[config.mk]
export PLATFORM = sky130hd
export DESIGN_NAME = modul_lab7
export DESIGN_NICKNAME = d
export VERILOG_FILES = /design/src/rtl/modul_lab7.sv
export SDC_FILE = /design/constraint.sdc
export NUM_CORES = 1
export LEC_CHECK = 0
export BUFFER_PORTS_ARGS = -buffer_cell sky130_fd_sc_hd__buf_2
export CORE_AREA = 5 5 42 44
export DETAILED_ROUTE_END_ITERATION = 16
export DIE_AREA = 0 0 47 49
export PLACE_DENSITY = 0.53
export RECOVER_POWER = 50
export SLEW_MARGIN = 20
export SYNTH_ARGS = -nofsm -noshare
export SYNTH_HDL_FRONTEND = slang
export SYNTH_SLANG_ARGS = --single-unit
[constraint.sdc]
create_clock -name clk -period 2.15 [get_ports clk]
set_input_delay 0.1075 -clock clk [delete_from_list [all_inputs] [get_ports clk]]
set_output_delay 0.1075 -clock clk [all_outputs]
set_load 0.05 [all_outputs]
[src/rtl/modul_lab7.sv]
// Registered N-to-1 single-bit multiplexer with enable and valid flag.
// It also provides a registered one-hot decode of the captured select.
module modul_lab7 #(
    parameter int unsigned SEL_W = 2,
    parameter int unsigned N_IN  = 4,
    parameter logic        RST_Y = 1'b0
) (
    input  logic              clk,
    input  logic              rst,
    input  logic              en,
    input  logic [SEL_W-1:0]  a,
    input  logic [N_IN-1:0]   d,
    output logic              y,
    output logic              y_valid,
    output logic [N_IN-1:0]   sel_onehot
);

    logic [N_IN-1:0] dec;
    logic            sel_legal;
    logic            mux_y;

    // An out-of-range select decodes to all zeros.
    // That single fact clears y, y_valid and sel_onehot together.
    for (genvar i = 0; i < N_IN; i++) begin : g_dec
        assign dec[i] = (a == SEL_W'(i));
    end

    always_comb begin
        sel_legal = |dec;
        mux_y     = |(dec & d);
    end

    always_ff @(posedge clk) begin
        if (rst) begin
            y          <= RST_Y;
            y_valid    <= 1'b0;
            sel_onehot <= '0;
        end else if (en) begin
            y          <= mux_y;
            y_valid    <= sel_legal;
            sel_onehot <= dec;
        end
    end

endmodule

After elaboration in Yosys (flattened, before gate mapping) --
Index checks and enable logic that the tools add are counted.
Cells by class: order comparisons 0, multiplexer cells 0, div/mod/pow operators 0, add/sub/neg operators 0, bitwise logic cells 1, shifts and indexed selects 0, equality and inequality tests 3, multipliers 0, reduce and logical (&&, ||, !) cells 3
Operators with widths (number):
- OR reduction 4 bit | 2
- AND 4 bit | 1
- equality test 2 bit, second input constant | 2
- equality test 2 x 1 -> 1 bit, second input constant | 1
- zero test 2 bit | 1
Storage, ports and cells: latch bits 0, output and inout port bits 6, bits in read-only memories 0, bits in writable memories 0, memories 0, flip-flop bits (word level) 6, bits of input ports 9

Longest topological paths before layout --
Gate-level depths: netlist (run 1).
depth in word-level cells 3, gate-level depth with buffers 3

Worst setup path after synthesis (run 1) --
No wires, ideal clock.
kind register -> register, start point register y (netlist name), end point register y, cell stages (with the launch flop) 3, clock period less this slack 1138 ps, setup time 79 ps, buffers on the path 0, arrival time 1059 ps, setup slack 1012 ps, cell sequence dfxtp_1 > or3b_1 > o221ai_2
RTL lines:
- end signal: assignment | line 39 | y <= mux_y;
- end: declaration | line 13 | output logic y,

Worst setup path after layout (run 1) --
start point register y, end point output y
No word-level cell between the ends.

==> impl_metrics.json, run 1 <==
{
  "startpoint_type": "register",
  "setup_violations": 0,
  "nets": 54,
  "maxSlewViolCount": 0,
  "die_area_mm2": 0.00230,
  "grt_pass1_vias": 242,
  "critPathArrivalTime_ns": 0.83,
  "n_antenna_cell": 0,
  "setup-tns-final_ns": 0,
  "regToRegStartpoint": "y",
  "ir_drop_v": 0.000310,
  "ys_warn_count": 0,
  "swShare": 0.275,
  "wl_per_cell_um": 10.5,
  "r2r_end": "y",
  "crit_fanout": 2,
  "syn2layout_area_growth_pct": 34.4,
  "place.gp.congestion": 0.663,
  "drive_gt1_frac": 0.372,
  "routed_via_density": 4.10,
  "hold_start": "rst",
  "ys_seq_area_frac": 0.440,
  "netlist_area_um2": 273,
  "worst-r2r-cell-count": 2,
  "drc_errors": 0,
  "tightest_slew_ns": 0.388,
  "yosysMostFrequentCell": "dfxtp_1",
  "powerDensity_mw_per_mm2": 743,
  "min_to": "sel_onehot[2]",
  "ios": 15,
  "synth_largest_area_cell": "dfxtp_1",
  "fin_worst_skew_ns": 0,
  "synth_edf_count": 0,
  "post_cts_buffers": 0,
  "drt_iter0_drc": 2,
  "dp_hpwl_um": 463,
  "worstHoldPathType": "in2reg",
  "critical_path.top_delay_family": "flip-flops",
  "synth_nets": 36,
  "cts_root_buf": "clkbuf_4",
  "grt_overflow_total": 0,
  "finalHoldViolations": 0,
  "antenna_left": 0,
  "clkTransAtPathRegs_ns": 0.04,
  "start_util": 0.195,
  "finalCritPeriodShare": 0.438,
  "core_mm2": 0.00140,
  "grt_pass1_wl_mm": 1.04,
  "rsz0062_at_grt": "no",
  "htree_levels": 1,
  "grt_max_degree": 13,
  "path_buf_inv": 1,
  "min_period_ns": 0.941,
  "yosysUniqueCellTypes": 10,
  "slew_headroom": 0.741,
  "async_reset_ff_frac": 0,
  "yosys.area.top_type_share": 0.440,
  "hold_depth": 2,
  "dpl_cell_area_um2": 352,
  "p_leak_nw": 0.163,
  "hold_buffers": 0,
  "seqPwrFrac": 0.441,
  "cts_tree": "done",
  "reg2reg_slack_ns": 1.33,
  "ys.flop_type": "dfxtp_1",
  "switching_power_mw": 0.0750,
  "die_h_um": 49,
  "fmax_ghz": 1.06,
  "clock-sinks": 6,
  "outcome": "completed",
  "slowest_stage": "dfxtp_1",
  "worstSetupEndpointType": "output port",
  "finalInstanceArea_um2": 367,
  "grt_use_total": 0.0650,
  "ys_top_cells_by_count": "dfxtp_1 (6), a21oi_1 (4), nand2b_1 (4), nand3b_1 (3), or3b_1 (3)",
  "ctsLongestPathBuffers": 2,
  "p_int_mw": 0.197,
  "cts_resized": 0,
  "clk_latency_ns": 0.24,
  "cp_slowest_stage_delay_ns": 0.33,
  "comb_power_share": 0.186,
  "avgSynthCellArea_um2": 10.1,
  "synth_cells": 27,
  "port_buffers": 14,
  "p_clk_frac": 0.373,
  "rows": 14,
  "ys_ff_latch": 6,
  "ys_top_cells_by_area": "dfxtp_1 (44%), or3b_1 (9.6%), nand2b_1 (9.2%), nand3b_1 (8.3%), a21oi_1 (7.3%)",
  "crit_chain": "buf_2",
  "antenna_found_initial": 0,
  "wl_um": 620,
  "drv_cap": 0,
  "critical_path_class": "reg2out",
  "cp.required_ns": 2.04,
  "numCtsBuffers": 3,
  "firstDrtPassIters": 2,
  "dieWidth_um": 47,
  "num_vias": 242,
  "holdWs_ns": 0.124,
  "nFillCells": 164
}
## registers in the layout, summed over array words and instances (netlist names)
signal / flops
sel_onehot: 4
y: 1
y_valid: 1
## cells in the final DEF (no fill, tap or decap)
master and count:
clkbuf_4 3, mux2i_1 2, nor2_1 2, dfxtp_1 6
clkbuf_1 1, nand2b_1 4, or3b_1 3, buf_2 13
nand3_1 1, o221ai_1 1, nand3b_1 3, a21oi_1 4
## final cells by class
class	count	area [um^2]	area share
Clock buffer	3	22.5	0.0614
Multi-Input combinational cell	20	135	0.369
Sequential cell	6	120	0.328
Tap cell	16	20.0	0.0546
Timing Repair Buffer	14	68.8	0.188
## how the worst max path moves through the flow
stage | start | to | slack (ns) | depth (start not counted)
final | y | y | 1.21 | 1
after global placement | en | y | 1.27 | 3
after global routing | y_valid | y_valid | 1.16 | 1
after CTS | sel_onehot[2] | sel_onehot[2] | 1.19 | 1
after detailed placement | en | y | 1.24 | 3
after floorplan | y | y | 1.01 | 2
## per-stage QoR
stage	total power [mW]	std cells	utilization	setup WS [ns]
4_1_cts	0.281	59	0.267	1.19
5_1_grt	0.293	59	0.262	1.16
6_report	0.272	59	0.262	1.21
3_3_place_gp	0.175	56	0.251	1.27
2_1_floorplan	0.158	27	-	1.01
3_5_place_dp	0.175	56	0.251	1.24
## power groups by stage
| stage | logic, mW | registers [mW] | clock network, mW |
|---|---|---|---|
| 2_1_floorplan | 0.0162 | 0.142 | 0 |
| 3_3_place_gp | 0.0525 | 0.122 | 0 |
| 3_5_place_dp | 0.0530 | 0.122 | 0 |
| 4_1_cts | 0.0530 | 0.120 | 0.107 |
| 5_1_grt | 0.0554 | 0.121 | 0.117 |
| 6_report | 0.0507 | 0.120 | 0.102 |
## metal layers
layer	vias to the layer above	routed length, um	GRT usage
met2	11	252	0.0747
li1	129	-	-
met5	-	0	0
met4	0	5	0.0415
met3	2	60	0.0443
met1	100	301	0.0843
## cell families after synthesis
| group | count (synthesis) | synth area share |
|---|---|---|
| DFF | 6 | 0.440 |
| muxes | 2 | 0.0734 |
| and+or+nand+nor | 13 | 0.317 |
| AOI/OAI and AO/OA | 5 | 0.128 |
| buffers and inverters | 1 | 0.0413 |
Note: power is estimated with default switching activity, not from simulation.
==> inputs of run 2 (changes only) <==
--- a/config.mk
+++ b/config.mk
@@ -9,7 +9,7 @@
 export CORE_AREA = 5 5 42 44
 export DETAILED_ROUTE_END_ITERATION = 16
 export DIE_AREA = 0 0 47 49
-export PLACE_DENSITY = 0.53
+export PLACE_DENSITY = 0.55
 export RECOVER_POWER = 50
 export SLEW_MARGIN = 20
 export SYNTH_ARGS = -nofsm -noshare
==> constraint.sdc (replaced) <==
create_clock -name clk -period 0.8 [get_ports clk]
set_input_delay 0.04 -clock clk [delete_from_list [all_inputs] [get_ports clk]]
set_output_delay 0.04 -clock clk [all_outputs]
set_load 0.05 [all_outputs]
==> run 2 against run 1 <==
Net effect: the flow now finishes with violations (hold timing, setup timing); die area stayed put; first-iteration DRC count grew to 4.0 times the previous value; flip-flop and latch count stayed put; count of clock-buffer cells in the layout is 1 higher; final area is 23% higher; clock skew stayed put; clock power grew to 3.0 times the previous value; global-route usage hardly changed.
==> impl_metrics.json, run 2 (synthesis results as in run 1) <==
{
  "ir_drop_v": 0.00104,
  "drc_errors": 0,
  "grt_use_total": 0.0654,
  "p_leak_nw": 0.195,
  "grt_max_degree": 8,
  "cts_tree": "done",
  "startpoint_type": "register",
  "grt_pass1_wl_mm": 1.08,
  "port_buffers": 14,
  "fmax_ghz": 1.21,
  "worstSetupEndpointType": "register",
  "holdWs_ns": -0.0105,
  "clk_latency_ns": 0.24,
  "place_inst": 59,
  "grt.busiest_layer": "met2",
  "drt_iter0_drc": 8,
  "wl_um": 655,
  "routed_via_density": 4.25,
  "cts_root_buf": "clkbuf_4",
  "nets": 58,
  "met2_usage": 0.0905,
  "drive_gt1_frac": 0.500,
  "numCtsBuffers": 3,
  "grt_use_met1": 0.0766,
  "fin_ws_ns": -0.0298,
  "die_h_um": 49,
  "syn2layout_area_growth_pct": 65.1,
  "num_vias": 272,
  "finalHoldViolations": 1,
  "clkTransAtPathRegs_ns": 0.05,
  "switching_power_mw": 0.225,
  "ios": 15,
  "tightest_slew_ns": 0.164,
  "setup_violations": 2,
  "powerDensity_mw_per_mm2": 1790,
  "outcome": "finished with violations",
  "ctsLongestPathBuffers": 2,
  "grtUsageMet3": 0.0332,
  "critPathArrivalTime_ns": 1.00,
  "hold_start": "rst",
  "die_area_mm2": 0.00230,
  "rows": 14,
  "core_mm2": 0.00140,
  "finalNonFillerCells": 64,
  "wl_per_cell_um": 10.2,
  "nFillCells": 165,
  "crit_fanout": 2,
  "dieWidth_um": 47,
  "top_register": "sel_onehot",
  "violations": "hold timing, setup timing",
  "final_common_cell": "buf_2",
  "p_clk_frac": 0.384,
  "critPathLaunch": "y",
  "min_period_ns": 0.830,
  "rsz0062_at_grt": "yes",
  "finalCritPeriodShare": 1.04,
  "drv_cap": 0,
  "slew_headroom": 0.888,
  "cp.required_ns": 0.97,
  "final_core_util": 0.321,
  "maxSlewViolCount": 0,
  "worstHoldPathType": "in2reg",
  "swShare": 0.279,
  "largest_reg_flops": 4,
  "critical_path_class": "reg2reg",
  "place.gp.congestion": 0.683,
  "antenna_left": 0,
  "antenna_found_initial": 0,
  "n_antenna_cell": 0,
  "regToRegStartpoint": "y",
  "grt_pass1_vias": 272,
  "grt_overflow_total": 0,
  "firstDrtPassIters": 2,
  "clock-sinks": 6,
  "layout_common_cells": "buf_2 (8), buf_4 (5)",
  "p_int_mw": 0.580,
  "fin_worst_skew_ns": 0,
  "start_util": 0.195,
  "dp_hpwl_um": 504,
  "pre_cts_ws_ns": -0.0129,
  "comb_power_share": 0.214,
  "seqPwrFrac": 0.402,
  "top_regs": "sel_onehot: 4 flops, y: 1 flops, y_valid: 1 flops",
  "htree_levels": 1
}
==> run 2: changes by cell type in the layout (fill, tap and decap cells not counted), moves of 2 or more <==
cell	delta
dfxtp_1	-2
buf_6	+4
buf_2	-5
buf_4	+5
==> run 2: repair_timing <==
item | 4_1_cts | 5_1_grt
resized for setup | 8 | 4
setup buffers | 0 | 1
cloned | 0 | 0
endpoints found under the setup margin | 7 | 6
pin swaps | 0 | 0
endpoints found under the hold margin | 1 | 1
==> run 2: worst max-delay path, cell delays in order, from the launching register on <==
cell and delay [ns]:
dfxtp_4 0.33, or3b_1 0.35, o221ai_2 0.06
==> run 2: area by class of cell <==
cell class	count	area (um^2)	area share
Clock buffer	4	26.3	0.0583
Tap cell	16	20.0	0.0444
Multi-Input combinational cell	20	141	0.314
Sequential cell	6	125	0.278
Timing Repair Buffer	18	138	0.306
==> run 2: path summary, 6_finish.rpt <==
check                           cells past startpoint            end  slack, ns
worst min register to register                      2  sel_onehot[2]       0.48
worst min-delay path                                2  sel_onehot[0]      -0.01
worst max register to register                      2              y      -0.03
worst max-delay path                                2              y      -0.03
==> run 2: metal layers <==
metal / part of all wire / up-vias
met5: 0 / -
met2: 0.45 / 8
met3: 0.081 / 2
li1: - / 137
met1: 0.46 / 125
met4: 0.0061 / 0
==> run 2: per-stage QoR <==
step	cell area, um^2	power (mW)	TNS [ns]	hold slack [ns]
global placement	384	0.481	-0.00994	0.248
CTS	433	0.815	-0.0550	-0.0168
floorplan	283	0.426	-0.126	0.102
detailed placement	384	0.482	-0.0129	0.250
finish	450	0.805	-0.0343	-0.0105
global route	450	0.857	-0.168	-0.00284
==> run 2: power groups by stage <==
stage | clock network [mW] | registers [mW] | logic, mW
after global routing | 0.346 | 0.325 | 0.186
after floorplan | 0 | 0.383 | 0.0434
after detailed placement | 0 | 0.329 | 0.153
after global placement | 0 | 0.328 | 0.153
after CTS | 0.325 | 0.324 | 0.166
final | 0.309 | 0.324 | 0.172
